===== src/rtl/next_pc_predictor_pkg.sv =====
// Shared encodings for the next-PC predictor: execute-stage instruction types,
// branch condition codes and 2-bit saturating counter states.
package next_pc_predictor_pkg;

  typedef enum logic [1:0] {
    EX_NONE   = 2'd0,
    EX_BRANCH = 2'd1,
    EX_JAL    = 2'd2,
    EX_JALR   = 2'd3
  } ex_type_e;

  localparam logic [2:0] F3_BEQ  = 3'b000;
  localparam logic [2:0] F3_BNE  = 3'b001;
  localparam logic [2:0] F3_BLT  = 3'b100;
  localparam logic [2:0] F3_BGE  = 3'b101;
  localparam logic [2:0] F3_BLTU = 3'b110;
  localparam logic [2:0] F3_BGEU = 3'b111;

  localparam logic [1:0] CTR_SNT = 2'b00;
  localparam logic [1:0] CTR_WNT = 2'b01;
  localparam logic [1:0] CTR_WT  = 2'b10;
  localparam logic [1:0] CTR_ST  = 2'b11;

  // Saturating step toward taken / not-taken.
  function automatic logic [1:0] ctr_next(input logic [1:0] ctr, input logic taken);
    if (taken) return (ctr == CTR_ST)  ? ctr : ctr + 2'd1;
    else       return (ctr == CTR_SNT) ? ctr : ctr - 2'd1;
  endfunction

endpackage


===== src/rtl/next_pc_predictor_resolver.sv =====
// Combinational execute-stage resolution of BRANCH/JAL/JALR: actual direction,
// actual target, link value and mispredict against the carried prediction.
module next_pc_predictor_resolver
  import next_pc_predictor_pkg::*;
#(
  parameter int XLEN      = 32,
  parameter int IMM_SHIFT = 0
) (
  input  logic            ex_valid_i,
  input  logic [1:0]      ex_type_i,
  input  logic [2:0]      ex_funct3_i,
  input  logic [XLEN-1:0] ex_pc_i,
  input  logic [XLEN-1:0] ex_rs1_i,
  input  logic [XLEN-1:0] ex_rs2_i,
  input  logic [XLEN-1:0] ex_imm_i,
  input  logic            ex_pred_taken_i,
  input  logic [XLEN-1:0] ex_pred_target_i,
  output logic            resolved_o,
  output logic            taken_o,
  output logic [XLEN-1:0] target_o,
  output logic [XLEN-1:0] redirect_o,
  output logic [XLEN-1:0] link_o,
  output logic            mispredict_o
);

  logic [XLEN-1:0] pc_rel_target;
  logic [XLEN-1:0] jalr_sum;
  logic            cond_true;

  assign pc_rel_target = ex_pc_i + (ex_imm_i << IMM_SHIFT);
  assign jalr_sum      = ex_rs1_i + ex_imm_i;
  assign link_o        = ex_pc_i + XLEN'(4);

  always_comb begin
    cond_true = 1'b0;
    case (ex_funct3_i)
      F3_BEQ:  cond_true = (ex_rs1_i == ex_rs2_i);
      F3_BNE:  cond_true = (ex_rs1_i != ex_rs2_i);
      F3_BLT:  cond_true = ($signed(ex_rs1_i) <  $signed(ex_rs2_i));
      F3_BGE:  cond_true = ($signed(ex_rs1_i) >= $signed(ex_rs2_i));
      F3_BLTU: cond_true = (ex_rs1_i <  ex_rs2_i);
      F3_BGEU: cond_true = (ex_rs1_i >= ex_rs2_i);
      default: cond_true = 1'b0;
    endcase
  end

  // NOTE: every output of a combinational block gets a default first so no path leaves it unassigned (no latch).
  always_comb begin
    resolved_o = ex_valid_i && (ex_type_e'(ex_type_i) != EX_NONE);
    taken_o    = 1'b0;
    target_o   = pc_rel_target;
    case (ex_type_e'(ex_type_i))
      EX_BRANCH: taken_o = cond_true;
      EX_JAL:    taken_o = 1'b1;
      EX_JALR: begin
        taken_o  = 1'b1;
        target_o = {jalr_sum[XLEN-1:1], 1'b0};
      end
      default:   taken_o = 1'b0;
    endcase
    if (!resolved_o) taken_o = 1'b0;

    mispredict_o = resolved_o &&
                   ((taken_o != ex_pred_taken_i) ||
                    (taken_o && (target_o != ex_pred_target_i)));
    redirect_o   = taken_o ? target_o : link_o;
  end

endmodule


===== src/rtl/next_pc_predictor.sv =====
// Fetch PC register plus direct-mapped BTB with 2-bit counters; redirects fetch
// when the execute-stage resolver reports a mispredict.
module next_pc_predictor
  import next_pc_predictor_pkg::*;
#(
  parameter int              XLEN      = 32,
  parameter int              BTB_DEPTH = 16,
  parameter logic [XLEN-1:0] RESET_PC  = '0,
  parameter int              IMM_SHIFT = 0
) (
  input  logic            clk,
  input  logic            rst_n,
  input  logic            stall_i,
  output logic [XLEN-1:0] pc_o,
  output logic            pred_taken_o,
  output logic [XLEN-1:0] pred_target_o,
  input  logic            ex_valid_i,
  input  logic [1:0]      ex_type_i,
  input  logic [2:0]      ex_funct3_i,
  input  logic [XLEN-1:0] ex_pc_i,
  input  logic [XLEN-1:0] ex_rs1_i,
  input  logic [XLEN-1:0] ex_rs2_i,
  input  logic [XLEN-1:0] ex_imm_i,
  input  logic            ex_pred_taken_i,
  input  logic [XLEN-1:0] ex_pred_target_i,
  output logic            flush_o,
  output logic [XLEN-1:0] link_o
);

  localparam int IDX   = $clog2(BTB_DEPTH);
  localparam int TAG_W = XLEN - 2 - IDX;

  logic [XLEN-1:0]  pc_q, pc_d;
  logic             btb_valid_q  [BTB_DEPTH];
  logic             btb_valid_d  [BTB_DEPTH];
  logic [TAG_W-1:0] btb_tag_q    [BTB_DEPTH];
  logic [TAG_W-1:0] btb_tag_d    [BTB_DEPTH];
  logic [XLEN-1:0]  btb_target_q [BTB_DEPTH];
  logic [XLEN-1:0]  btb_target_d [BTB_DEPTH];
  logic [1:0]       btb_ctr_q    [BTB_DEPTH];
  logic [1:0]       btb_ctr_d    [BTB_DEPTH];

  logic             res_valid, res_taken;
  logic [XLEN-1:0]  res_target, res_redirect;

  next_pc_predictor_resolver #(
    .XLEN      (XLEN),
    .IMM_SHIFT (IMM_SHIFT)
  ) u_resolver (
    .ex_valid_i       (ex_valid_i),
    .ex_type_i        (ex_type_i),
    .ex_funct3_i      (ex_funct3_i),
    .ex_pc_i          (ex_pc_i),
    .ex_rs1_i         (ex_rs1_i),
    .ex_rs2_i         (ex_rs2_i),
    .ex_imm_i         (ex_imm_i),
    .ex_pred_taken_i  (ex_pred_taken_i),
    .ex_pred_target_i (ex_pred_target_i),
    .resolved_o       (res_valid),
    .taken_o          (res_taken),
    .target_o         (res_target),
    .redirect_o       (res_redirect),
    .link_o           (link_o),
    .mispredict_o     (flush_o)
  );

  // Fetch-side lookup reads registered contents only, so an update at the
  // same index in this cycle is not visible until after the edge.
  logic [IDX-1:0]   fetch_idx;
  logic [TAG_W-1:0] fetch_tag;
  logic             fetch_hit;

  assign pc_o          = pc_q;
  assign fetch_idx     = pc_q[2 +: IDX];
  assign fetch_tag     = pc_q[XLEN-1 -: TAG_W];
  assign fetch_hit     = btb_valid_q[fetch_idx] && (btb_tag_q[fetch_idx] == fetch_tag);
  assign pred_taken_o  = fetch_hit && btb_ctr_q[fetch_idx][1];
  assign pred_target_o = fetch_hit ? btb_target_q[fetch_idx] : '0;

  always_comb begin
    if (flush_o)           pc_d = res_redirect;
    else if (stall_i)      pc_d = pc_q;
    else if (pred_taken_o) pc_d = pred_target_o;
    else                   pc_d = pc_q + XLEN'(4);
  end

  logic [IDX-1:0]   ex_idx;
  logic [TAG_W-1:0] ex_tag;
  logic             ex_hit;

  assign ex_idx = ex_pc_i[2 +: IDX];
  assign ex_tag = ex_pc_i[XLEN-1 -: TAG_W];
  assign ex_hit = btb_valid_q[ex_idx] && (btb_tag_q[ex_idx] == ex_tag);

  always_comb begin
    btb_valid_d  = btb_valid_q;
    btb_tag_d    = btb_tag_q;
    btb_target_d = btb_target_q;
    btb_ctr_d    = btb_ctr_q;
    if (res_valid) begin
      if (ex_hit) begin
        btb_ctr_d[ex_idx] = ctr_next(btb_ctr_q[ex_idx], res_taken);
        if (res_taken) btb_target_d[ex_idx] = res_target;
      end else if (res_taken) begin
        btb_valid_d[ex_idx]  = 1'b1;
        btb_tag_d[ex_idx]    = ex_tag;
        btb_target_d[ex_idx] = res_target;
        btb_ctr_d[ex_idx]    = CTR_WT;
      end
    end
  end

  // NOTE: state flops use non-blocking assignments so every register samples pre-edge values.
  always_ff @(posedge clk or negedge rst_n) begin
    if (!rst_n) pc_q <= RESET_PC;
    else        pc_q <= pc_d;
  end

  // NOTE: the BTB is built from flops, so the whole array is cleared on reset; tags and
  // targets are cleared too so no stale entry content survives a mid-run reset.
  always_ff @(posedge clk or negedge rst_n) begin
    if (!rst_n) begin
      for (int i = 0; i < BTB_DEPTH; i++) begin
        btb_valid_q[i]  <= 1'b0;
        btb_tag_q[i]    <= '0;
        btb_target_q[i] <= '0;
        btb_ctr_q[i]    <= CTR_WNT;
      end
    end else begin
      btb_valid_q  <= btb_valid_d;
      btb_tag_q    <= btb_tag_d;
      btb_target_q <= btb_target_d;
      btb_ctr_q    <= btb_ctr_d;
    end
  end

endmodule


===== config.mk =====
export PLATFORM = sky130hd
export DESIGN_NAME = next_pc_predictor
export DESIGN_NICKNAME = d
export VERILOG_FILES = /design/src/rtl/next_pc_predictor_pkg.sv /design/src/rtl/next_pc_predictor_resolver.sv /design/src/rtl/next_pc_predictor.sv
export SDC_FILE = /design/constraint.sdc
export NUM_CORES = 2
export LEC_CHECK = 0
export CAP_MARGIN = 20
export CORE_ASPECT_RATIO = 1.75
export CORE_UTILIZATION = 56
export DETAILED_ROUTE_END_ITERATION = 7
export HOLD_SLACK_MARGIN = 0.1
export PLACE_DENSITY = 0.79
export SYNTH_ARGS = -nofsm -noshare
export SYNTH_HDL_FRONTEND = slang
export SYNTH_HIERARCHICAL = 1
export SYNTH_SLANG_ARGS = --single-unit
export TNS_END_PERCENT = 5

===== constraint.sdc =====
create_clock -name clk -period 5.2 [get_ports clk]
set_clock_uncertainty 0.2 [all_clocks]
set_input_delay 1.3 -clock clk [delete_from_list [all_inputs] [get_ports clk]]
set_output_delay 1.3 -clock clk [all_outputs]
set_load 0.05 [all_outputs]

==> flow_summary.yaml <==
outcome:
  status: "finished, violations left"
  violations: "DRC, setup timing"
timing:
  holdWs_ns: 0.289
  fin_crit_ns: 6.27
  rsz0062_at_grt: "true"
  tightest_slew_ns: 0.998
  setup_viol_count_final: 49
  report.final.slew_viol_count: 0
  clock.fmax_mhz: 159
  relSlewSlack_pct: 33.5
  fin_crit_sh_pct: 121
  layout_setup_ws_ns: -1.07
  hold_viol_final: 0
synthesis:
  synth_most_common_cell: "mux2_2"
  yosysSeqAreaShare_pct: 43.0
  netlist.area_leader.share_pct: 42.3
  postSynthCellCount: 4582
  synthFlopType: "dfrtp_1"
  synth_cell_types: 110
  synth_common_cells: "994 x mux2_2, 992 x dfrtp_1, 337 x mux4_2"
  ys_ff_latch: 1008
  async_reset_ff_share_pct: 100
  yosys_warnings: 6
  yosysTopAreaCell: "dfrtp_1"
  synth_edf_count: 0
  synth.avg_cell_area_um2: 12.8
  mappedNetlistArea_um2: 58700
  syn_nets: 4849
  synthTopCellsByArea: "dfrtp_1 42%, mux2_2 19%, mux4_2 13%"
hold_path:
  hold_end: "btb_valid_q[7]$_DFFE_PN0P_"
  hold_depth: 1
  hp-class: "flip-flop to flip-flop"
  hold_start: "btb_valid_q[7]$_DFFE_PN0P_"
placed_design:
  dp_slack_ns: -1.66
  port_buffers: 267
  dp_hpwl_um: 158000
  gp_congestion: 1.07
  dpl_cell_area_um2: 69000
worst_setup_path:
  cp.required_ns: 3.70
  worstSetupPathType: "primary input to primary output"
  r2r-start: "pc_o[2]$_DFFE_PN0P_"
  critPathLaunchType: "primary input"
  r2r-end: "pc_o[3]$_DFFE_PN0P_"
  cp-end-kind: "primary output"
  reg2reg_slack_ns: 0.87
  worstPathArrival_ns: 4.77
  reg2reg_depth: 17
  crit_path_max_fanout: 3
routing:
  first_pass_iters: 8
  route.detailed.drc: 72
  wirelength_um: 223000
  vias: 46700
  ant_nets: 0
  dr.first_iter.drc_count: 4479
  avgRoutedWirePerCell_um: 32.6
  viasPerCell: 6.82
power_and_ir_drop:
  p_switching_uw: 9430
  sw_frac_of_total_pct: 34.5
  internal_power_uw: 17900
  comb_power_share_pct: 35.3
  p_per_area_nw_per_um2: 363
  p_leak_uw: 0.0342
  clock_power_share_pct: 26.8
  seq_power_share_pct: 37.9
  max-vdd-ir-drop_mv: 0.347
global_route:
  gr-total-overflow: 0
  antenna_found_initial: 12
  grt_pass1_wl_um: 324000
  track_usage_pct: 42.5
  grt_max_degree: 133
  grt_pass1_vias: 49200
floorplanning:
  die_y_um: 430
  io_pins: 268
  die-area_um2: 106000
  core.rowCount: 156
  start_util_pct: 56.6
  dieWidth_um: 247
  core_area_um2: 104000
cts:
  htree_levels: 3
  numCtsBuffers: 92
  clock_sinks: 1008
  holdBufCountCts: 0
  clk_pin_slew_ns: 0.06
  cts_buffer_depth: 3
  root_buffer: "clkbuf_16"
  clk_latency_ns: 0.77
  cts_tree: "built"
layout:
  areaGrowthSynthToFinish_pct: 28.3
  fin_util_pct: 72.6
  drive_above_1_share_pct: 52.9
  fill_cells: 6671
  fin_nets: 5692
  fin_area_um2: 75300
job:
  drv_cap: 0
==> critical path, cell delays in order <==
cell and delay [ns]:
dlygate4sd2_1 0.21, inv_2 0.05, ha_4 0.26, nand4_1 0.14
buf_4 0.19, nor4_4 0.41, a211oi_2 0.14, o21ai_2 0.19
a211oi_4 0.10, o31ai_4 0.36, nand4_1 0.18, nor4_2 0.26
buf_4 0.16, nand4_1 0.15, nor4b_4 0.32, a21oi_4 0.16
buf_6 0.19
==> metrics by stage <==
stage / cells / setup TNS (ns) / total power, uW
finish: 6851 / -22.93 / 27300
global route: 6845 / -26.92 / 28100
CTS: 6821 / -22.73 / 26800
detailed placement: 6601 / -888.87 / 19200
global placement: 6601 / -793.21 / 18900
floorplan: 4582 / -45.00 / 15400
==> state kept, by name, summed over array words and instances, names as in the netlist <==
signal,count
btb_target_q,512
pc_o,32
btb_ctr_q,32
btb_tag_q,416
btb_valid_q,16
==> cells in the final DEF (no fill, tap or decap), types with 78 or more instances in the layout <==
| master | count |
|---|---|
| nand2_1 | 185 |
| xnor2_1 | 110 |
| buf_4 | 726 |
| nor2_1 | 123 |
| ha_4 | 78 |
| mux2i_1 | 166 |
| buf_12 | 142 |
| mux4_2 | 337 |
| dfrtp_1 | 988 |
| clkbuf_16 | 93 |
| mux2_2 | 993 |
| a21oi_1 | 80 |
| clkdlybuf4s50_1 | 90 |
==> per-layer routing <==
layer	wire, um	vias up	track usage, %
met5	115	-	0
met4	26000	16	41.0
met3	22700	1133	11.7
met2	104000	2811	66.2
met1	70400	23800	46.2
li1	-	19000	-
==> how the worst max path moves through the flow <==
stage	slack [ns]	depth (start not counted)	endpoint	startpoint
after floorplan	-0.36	13	flush_o	ex_pc_i[0]
after global placement	-1.64	17	flush_o	ex_imm_i[0]
after detailed placement	-1.66	17	flush_o	ex_imm_i[0]
after CTS	-1.08	17	flush_o	ex_rs2_i[30]
after global routing	-1.15	17	flush_o	ex_rs2_i[14]
final	-1.07	17	flush_o	ex_rs2_i[14]
==> power by group through the flow <==
stage | clock network (uW) | registers, uW | logic [uW]
after floorplan | 0 | 10100 | 5320
after global placement | 0 | 10300 | 8630
after detailed placement | 0 | 10400 | 8790
after CTS | 7330 | 10300 | 9160
after global routing | 7640 | 10500 | 9950
final | 7310 | 10400 | 9640
==> cell families (layout without fill, tap and decap cells) <==
family / count (synthesis) / after routing / share of synthesized area (%)
simple gates: 759 / 759 / 6.74
compound gates: 565 / 565 / 6.90
flops: 1008 / 1008 / 43.0
buf+inv: 468 / 1385 / 3.54
mux: 1510 / 1510 / 35.1
xor+xnor: 173 / 173 / 2.63
other cells: 0 / 9 / 0
fa+ha+maj: 99 / 99 / 2.13
==> layout make-up <==
cell class / instances / area (um^2) / share of cell area [%]
Timing Repair Buffer: 1129 / 10800 / 14.4
Inverter: 88 / 335 / 0.445
Antenna cell: 9 / 22.5 / 0.0299
Tap cell: 1343 / 1680 / 2.23
Clock inverter: 43 / 634 / 0.843
Multi-Input combinational cell: 3106 / 33900 / 45.1
Clock buffer: 125 / 2590 / 3.44
Sequential cell: 1008 / 25300 / 33.6
==> what timing repair did <==
item | 4_1_cts | 5_1_grt
gates resized for setup | 558 | 235
pin swaps | 113 | 116
endpoints found under the setup margin | 585 | 520
buffers inserted | 50 | 29
gates cloned | 4 | 1
(Power assumes the default switching activity.)
